--- src/rtl/multi_cycle_ctrl.sv ---
// rtl/multi_cycle_ctrl.sv - multi-cycle instruction sequencing controller
//
// Purpose: steps each instruction through fetch words F0..F(FETCH_WORDS-1),
// DEC, NXT, OPR, EXE, WB and END, or parks in HALTED after HLT. It issues
// registered datapath strobes, and all state changes on the falling clock edge.
//
// Ports:
//   clk        single clock, falling edge active
//   rst        synchronous active-high reset, highest priority
//   ena        run enable; low pauses with strobes forced 0 and halt held
//   zero       accumulator-zero flag (SKZ)
//   opcode     HLT/SKZ/ADD/AND/XOR/LDA/STO/JMP = 0..7
//   resume     leaves HALTED
//   mem_ready  memory handshake (only with MULTI_CYCLE_CTRL_MEM_READY_EN)
//   rd, wr, load_ir, inc_pc, load_acc, load_pc, data_ena, halt  strobes
//   ir_sel     instruction word index while fetching, 0 otherwise
//
// Optional feature macro: MULTI_CYCLE_CTRL_MEM_READY_EN

module multi_cycle_ctrl #(
    parameter int FETCH_WORDS = 2,
    parameter int SEL_W       = 3
) (
    input  logic             clk,
    input  logic             rst,
    input  logic             ena,
    input  logic             zero,
    input  logic [2:0]       opcode,
    input  logic             resume,
`ifdef MULTI_CYCLE_CTRL_MEM_READY_EN
    input  logic             mem_ready,
`endif
    output logic             rd,
    output logic             wr,
    output logic             load_ir,
    output logic             inc_pc,
    output logic             load_acc,
    output logic             load_pc,
    output logic             data_ena,
    output logic             halt,
    output logic [SEL_W-1:0] ir_sel
);

    typedef enum logic [2:0] {
        S_FETCH,
        S_DEC,
        S_NXT,
        S_OPR,
        S_EXE,
        S_WB,
        S_END,
        S_HALTED
    } state_t;

    typedef struct packed {
        logic rd;
        logic wr;
        logic load_ir;
        logic inc_pc;
        logic load_acc;
        logic load_pc;
        logic data_ena;
        logic halt;
    } ctrl_t;

    localparam logic [2:0] OP_HLT = 3'b000;
    localparam logic [2:0] OP_SKZ = 3'b001;
    localparam logic [2:0] OP_ADD = 3'b010;
    localparam logic [2:0] OP_AND = 3'b011;
    localparam logic [2:0] OP_XOR = 3'b100;
    localparam logic [2:0] OP_LDA = 3'b101;
    localparam logic [2:0] OP_STO = 3'b110;
    localparam logic [2:0] OP_JMP = 3'b111;

    localparam logic [SEL_W-1:0] LAST_WORD = SEL_W'(FETCH_WORDS - 1);

    state_t           state, state_n;
    logic [SEL_W-1:0] word, word_n, sel_n;
    logic             reissue, reissue_n;
    logic             stall;
    ctrl_t            ctrl, ctrl_n;

    // Strobes belonging to a state, using opcode/zero as seen on the edge
    // that issues them.
    function automatic ctrl_t decode(input state_t s, input logic [SEL_W-1:0] w,
                                     input logic [2:0] op, input logic z);
        ctrl_t c;
        logic  alu;
        logic  sto;
        logic  jmp;
        logic  skip;
        c    = '0;
        alu  = (op == OP_ADD) || (op == OP_AND) || (op == OP_XOR) || (op == OP_LDA);
        sto  = (op == OP_STO);
        jmp  = (op == OP_JMP);
        skip = (op == OP_SKZ) && z;
        case (s)
            S_FETCH: begin
                c.rd      = 1'b1;
                c.load_ir = 1'b1;
                // The PC already points at word 0 when fetching starts.
                c.inc_pc  = (w != '0);
            end
            S_DEC: ;
            S_NXT: begin
                if (op == OP_HLT) c.halt   = 1'b1;
                else              c.inc_pc = 1'b1;
            end
            S_OPR: begin
                c.load_pc  = jmp;
                c.rd       = alu;
                c.data_ena = sto;
            end
            S_EXE: begin
                c.load_acc = alu;
                c.rd       = alu;
                c.inc_pc   = jmp || skip;
                c.load_pc  = jmp;
                c.wr       = sto;
                c.data_ena = sto;
            end
            S_WB: begin
                c.data_ena = sto;
                c.rd       = alu;
            end
            S_END:    c.inc_pc = skip;
            S_HALTED: c.halt   = 1'b1;
            default: ;
        endcase
        return c;
    endfunction

`ifdef MULTI_CYCLE_CTRL_MEM_READY_EN
    // Fetches and data-memory EXE cycles wait for the memory.
    always_comb begin
        stall = 1'b0;
        if (!mem_ready) begin
            if (state == S_FETCH) begin
                stall = 1'b1;
            end else if (state == S_EXE &&
                         (opcode == OP_ADD || opcode == OP_AND || opcode == OP_XOR ||
                          opcode == OP_LDA || opcode == OP_STO)) begin
                stall = 1'b1;
            end
        end
    end
`else
    assign stall = 1'b0;
`endif

    always_comb begin
        state_n   = state;
        word_n    = word;
        reissue_n = reissue;
        ctrl_n    = ctrl;
        if (!ena) begin
            // Paused: strobes drop, halt is kept, and the current state's
            // outputs are replayed once running again.
            reissue_n   = 1'b1;
            ctrl_n      = '0;
            ctrl_n.halt = ctrl.halt;
        end else if (reissue) begin
            // Also covers the first cycle after reset: the state is already
            // F0, only its outputs are still missing.
            reissue_n = 1'b0;
            ctrl_n    = decode(state, word, opcode, zero);
        end else if (stall) begin
            ctrl_n        = decode(state, word, opcode, zero);
            ctrl_n.inc_pc = 1'b0;
        end else begin
            case (state)
                S_FETCH: begin
                    if (word == LAST_WORD) begin
                        state_n = S_DEC;
                        word_n  = '0;
                    end else begin
                        word_n = word + SEL_W'(1);
                    end
                end
                S_DEC:    state_n = S_NXT;
                // NXT already flagged halt when it saw HLT.
                S_NXT:    state_n = ctrl.halt ? S_HALTED : S_OPR;
                S_OPR:    state_n = S_EXE;
                S_EXE:    state_n = S_WB;
                S_WB:     state_n = S_END;
                S_END:    state_n = S_FETCH;
                S_HALTED: if (resume) state_n = S_FETCH;
                default:  state_n = S_FETCH;
            endcase
            ctrl_n = decode(state_n, word_n, opcode, zero);
        end
        sel_n = (state_n == S_FETCH) ? word_n : '0;
    end

    always_ff @(negedge clk) begin
        if (rst) begin
            state   <= S_FETCH;
            word    <= '0;
            reissue <= 1'b1;
            ctrl    <= '0;
            ir_sel  <= '0;
        end else begin
            state   <= state_n;
            word    <= word_n;
            reissue <= reissue_n;
            ctrl    <= ctrl_n;
            ir_sel  <= sel_n;
        end
    end

    assign rd       = ctrl.rd;
    assign wr       = ctrl.wr;
    assign load_ir  = ctrl.load_ir;
    assign inc_pc   = ctrl.inc_pc;
    assign load_acc = ctrl.load_acc;
    assign load_pc  = ctrl.load_pc;
    assign data_ena = ctrl.data_ena;
    assign halt     = ctrl.halt;

endmodule

--- config.mk ---
export PLATFORM = sky130hd
export DESIGN_NAME = multi_cycle_ctrl
export DESIGN_NICKNAME = d
export VERILOG_FILES = /design/src/rtl/multi_cycle_ctrl.sv
export SDC_FILE = /design/constraint.sdc
export NUM_CORES = 1
export LEC_CHECK = 0
export ABC_AREA = 1
export CORE_ASPECT_RATIO = 1.2
export CORE_UTILIZATION = 47
export CTS_BUF_LIST = sky130_fd_sc_hd__clkbuf_8
export CTS_CLUSTER_SIZE = 12
export DETAILED_ROUTE_END_ITERATION = 8
export PLACE_DENSITY = 0.81
export SLEW_MARGIN = 20
export SYNTH_ARGS = -nofsm -noshare
export SYNTH_HDL_FRONTEND = slang
export SYNTH_SLANG_ARGS = --single-unit
--- constraint.sdc ---
create_clock -name clk -period 1.26 [get_ports clk]
set_input_delay 0.189 -clock clk [delete_from_list [all_inputs] [get_ports clk]]
set_output_delay 0.189 -clock clk [all_outputs]
set_load 0.01 [all_outputs]
==> impl_metrics.py, run 1 <==
metrics = {
    "floorplanning": {
        "rows": 17,
        "die_x_um": 43.31,
        "start_util_pct": 51.40,
        "io_pins": 19,
        "die_h_um": 51.57,
    },
    "logic_synthesis": {
        "yosysUniqueCellTypes": 24,
        "yosys_warnings": 0,
        "synth_most_common_cell": "nand2_1",
        "synth_common_cells": "nand2_1 (35), nor2_1 (31), inv_1 (19)",
        "synth_edf_count": 0,
        "ys_seq_area_share_pct": 37.45,
        "synth_seq_cells": 18,
        "syn_nets": 160,
        "synth_top_area_share_pct": 37.45,
        "syn-mean-instance-area_um2": 6.330,
        "synthTopCellsByArea": "dfxtp_1 (37%), nand2_1 (14%), nor2_1 (12%)",
        "yosysTopAreaCell": "dfxtp_1",
        "synth_area_um2": 962.2,
        "syn-instance-count": 152,
        "async_reset_ff_share_pct": 0,
        "synth_flop_cell": "dfxtp_1",
    },
    "clocking": {
        "cts_sinks": 18,
        "numCtsBuffers": 3,
        "root_buffer": "clkbuf_8",
        "cts_htree_levels": 1,
        "cts_buffer_depth": 2,
        "cts_hold_buffers": 0,
    },
    "status": {
        "tool.error": "[ERROR DPL-0038] Utilization greater than 100%, impossible to legalize",
        "status": "did not finish",
        "haltStage": "global routing (5_1_grt)",
    },
    "place": {
        "port_buffers": 18,
        "dp_hpwl_mm": 2.013,
        "gp_congestion": 0.8864,
        "preCtsSetupSlack_ns": -1.055,
    },
    "global_routing": {
        "grt_max_degree": 11,
    },
    "sta": {
        "endpoint_type": "output port",
        "grt-worst-endpoint": "ir_sel[1]",
    },
}
## cells by family after synthesis
kind of cell,Yosys count,share of synthesized area (%)
compound gates,20,12.88
xor+xnor,1,0.9104
buf+inv,25,10.14
flops,18,37.45
simple gates,88,38.62
## metrics by stage
step | std cells | area [um2] | TNS [ns] | util [%]
3_5_place_dp | 218 | 1489 | -19.46 | 79.55
3_3_place_gp | 218 | 1489 | -18.83 | 79.55
2_1_floorplan | 152 | 1065 | -2.894 | -
4_1_cts | 242 | 1669 | -4.693 | 89.17
## what timing repair did
action	CTS
gates resized for setup	116
setup buffers	4
gates cloned	0
pin swaps	20
endpoints found under the setup margin	29
==> inputs of run 2 (changes only) <==
CORE_AREA = 2 2 63 65   (was unset)
CORE_ASPECT_RATIO = unset   (was 1.2)
CORE_UTILIZATION = unset   (was 47)
CTS_BUF_LIST = unset   (was sky130_fd_sc_hd__clkbuf_8)
CTS_CLUSTER_SIZE = unset   (was 12)
DIE_AREA = 0 0 65 67   (was unset)
PLACE_DENSITY = unset   (was 0.81)
PLACE_DENSITY_LB_ADDON = 0.15   (was unset)
clock period = 1.6 ns   (was 1.26 ns; I/O delays follow)
==> run 2 against run 1 <==
  * The flow now finishes, with violations (setup timing)
  * Synthesized cell count unchanged
  * Area after synthesis is the same
==> impl_metrics.py, run 2 <==
metrics = {
    "logic_synthesis": {
        "yosysTopAreaCell": "dfxtp_1",
        "synth_top_area_share_pct": 37.45,
        "syn-instance-count": 152,
        "synth_edf_count": 0,
        "synth_common_cells": "nand2_1 (35), nor2_1 (31), inv_1 (19)",
        "yosysUniqueCellTypes": 24,
        "synth_seq_cells": 18,
        "ys_seq_area_share_pct": 37.45,
        "synth_most_common_cell": "nand2_1",
        "synth_flop_cell": "dfxtp_1",
        "syn_nets": 160,
        "synthTopCellsByArea": "dfxtp_1 (37%), nand2_1 (14%), nor2_1 (12%)",
        "yosys_warnings": 0,
        "async_reset_ff_share_pct": 0,
        "syn-mean-instance-area_um2": 6.330,
        "synth_area_um2": 962.2,
    },
    "cells_and_area": {
        "syn2layout_area_growth_pct": 72.43,
        "reg_top3": "ir_sel x3, state x3, word x3",
        "fin_nets": 224,
        "layout_common_cells": "inv_1 (31), nand2_1 (28), buf_4 (27)",
        "final_util_pct": 46.01,
        "multiInputGateArea_um2": 653.1,
        "ff_latch_area_um2": 369.1,
        "layout-drive-gt1-share_pct": 43.72,
        "insertedDiodeCount": 0,
        "design_area_um2": 1659,
        "final_common_cell": "inv_1",
        "fillers": 378,
    },
    "global_routing": {
        "grt_pass1_wl_mm": 4.774,
        "grt_pass1_vias": 1180,
        "use_met2_pct": 23.71,
        "antenna_found_initial": 0,
        "grtUsageMet3_pct": 4.730,
        "grtUsageMet1_pct": 15.85,
        "grt_max_degree": 11,
        "grt_usage_pct": 14.04,
        "busiest_layer": "met2",
        "grt-ovfl-total": 0,
    },
    "sta": {
        "hold_violations": 0,
        "relSlewSlack_pct": 70.74,
        "setup_viol": 17,
        "setup-tns-final_ns": -2.208,
        "worst_pin_slew_ns": 0.4383,
        "grt_setup_unrepaired": "yes",
        "fin_ws_ns": -0.1833,
        "finClkSkew_ns": 0.008272,
        "finalMaxSlewViolations": 0,
    },
    "detailed_routing": {
        "avgViaCountPerCell": 4.502,
        "finalWirelength_mm": 2.777,
        "via_count": 1184,
        "firstDrtPassIters": 6,
        "wl_per_cell_um": 10.56,
        "initialDrtViolationCount": 25,
        "postRouteAntennaNets": 0,
        "drcViolationCount": 0,
    },
    "setup_path": {
        "crit_fanout": 2,
        "cp-start-kind": "flip-flop",
        "cp-end-kind": "primary output",
        "cp_slowest_cell": "dfxtp_2",
        "r2r_cells": 10,
        "cp_top_family": "flip-flops",
        "crit_type": "reg2out",
        "critPathBufInv": 1,
        "crit_chain": "buf_6",
        "worstSetupStartpoint": "halt$_SDFFE_NP0P_",
        "cp.required_ns": 1.36,
        "slowest_delay_ns": 0.31,
        "cp_data_arrival_time_ns": 1.54,
        "cp.depth": 1,
        "r2r-start": "state[2]$_SDFF_NP0_",
    },
    "clocking": {
        "root_buffer": "clkbuf_8",
        "cts_htree_levels": 1,
        "cts_sinks": 18,
        "path_clk_slew_ns": 0.03,
        "clk_latency_ns": 0.32,
        "cts_tree": "done",
        "cts_buffer_depth": 2,
        "numCtsBuffers": 3,
    },
    "place": {
        "placed_area_um2": 1460,
        "dp_hpwl_mm": 2.169,
        "gp_congestion": 0.8768,
        "port_buffers": 18,
    },
    "min_path": {
        "holdCritPathClass": "reg2reg",
        "worstHoldStart": "halt$_SDFFE_NP0P_",
        "hold_depth": 3,
    },
    "floorplanning": {
        "io_pins": 19,
        "die_x_um": 65,
        "dieArea_um2": 4355,
        "die_h_um": 67,
        "rows": 22,
        "core-area_um2": 3606,
        "start_util_pct": 26.68,
    },
    "pwr": {
        "power-per-cell-area_nw_per_um2": 775.5,
        "p_leak_uw": 0.0008007,
        "ir_drop_v": 0.0006779,
    },
    "job": {
        "drv_cap": 0,
    },
    "status": {
        "status": "finished with violations",
        "violations": "setup timing",
    },
}
[run 2: stage by stage]
step / worst slack, ns / total power, uW / instances / hold WS, ns
5_1_grt: -0.2225 / 1396 / 263 / 0.6789
2_1_floorplan: -0.1892 / 717.9 / 152 / 0.5285
4_1_cts: -0.1955 / 1279 / 262 / 0.6485
3_5_place_dp: -0.9787 / 846.4 / 240 / 0.6451
6_report: -0.1833 / 1287 / 263 / 0.6390
3_3_place_gp: -0.9623 / 845.4 / 240 / 0.6375
[run 2: where the power goes]
part	switching (uW)	internal [uW]	total [uW]
clock	250	231	481
sequential	24.4	475	500
combinational	163	144	306
total	437	850	1290
[run 2: what timing repair did]
| action | 4_1_cts | 5_1_grt |
|---|---|---|
| cloned | 0 | 0 |
| pin swaps | 17 | 8 |
| buffers inserted | 2 | 1 |
| setup endpoints to repair | 29 | 22 |
| resized for setup | 87 | 26 |
| hold buffers | 0 | 0 |
[run 2: kinds of logic (layout without fill, tap and decap cells)]
| logic type | after synthesis | count (layout) | synth area share, % |
|---|---|---|---|
| simple gates | 88 | 88 | 38.62 |
| buf+inv | 25 | 88 | 10.14 |
| compound gates | 20 | 20 | 12.88 |
| flops | 18 | 18 | 37.45 |
| xor+xnor | 1 | 1 | 0.9104 |
[run 2: worst paths after layout]
check                      endpoint  slack, ns
hold reg to reg   halt$_SDFFE_NP0P_       0.64
hold / removal    halt$_SDFFE_NP0P_       0.64
setup reg to reg  inc_pc$_SDFF_NP0_      -0.04
setup / recovery               halt      -0.18
[run 2: per-layer routing]
| layer | part of all wire (%) | vias to the layer above |
|---|---|---|
| li1 | - | 612 |
| met1 | 44 | 539 |
| met2 | 50 | 29 |
| met3 | 4.3 | 4 |
| met4 | 1.6 | 0 |
| met5 | 0 | - |
[run 2: area by class of cell]
type	count	area share, %
clock buffers	3	2.489
clock inverters	19	4.374
inverters	20	5.505
multi-input cells	109	39.37
flip-flops and latches	18	22.25
well taps	48	3.620
repair buffers	46	22.40
(Power assumes the default switching activity.)
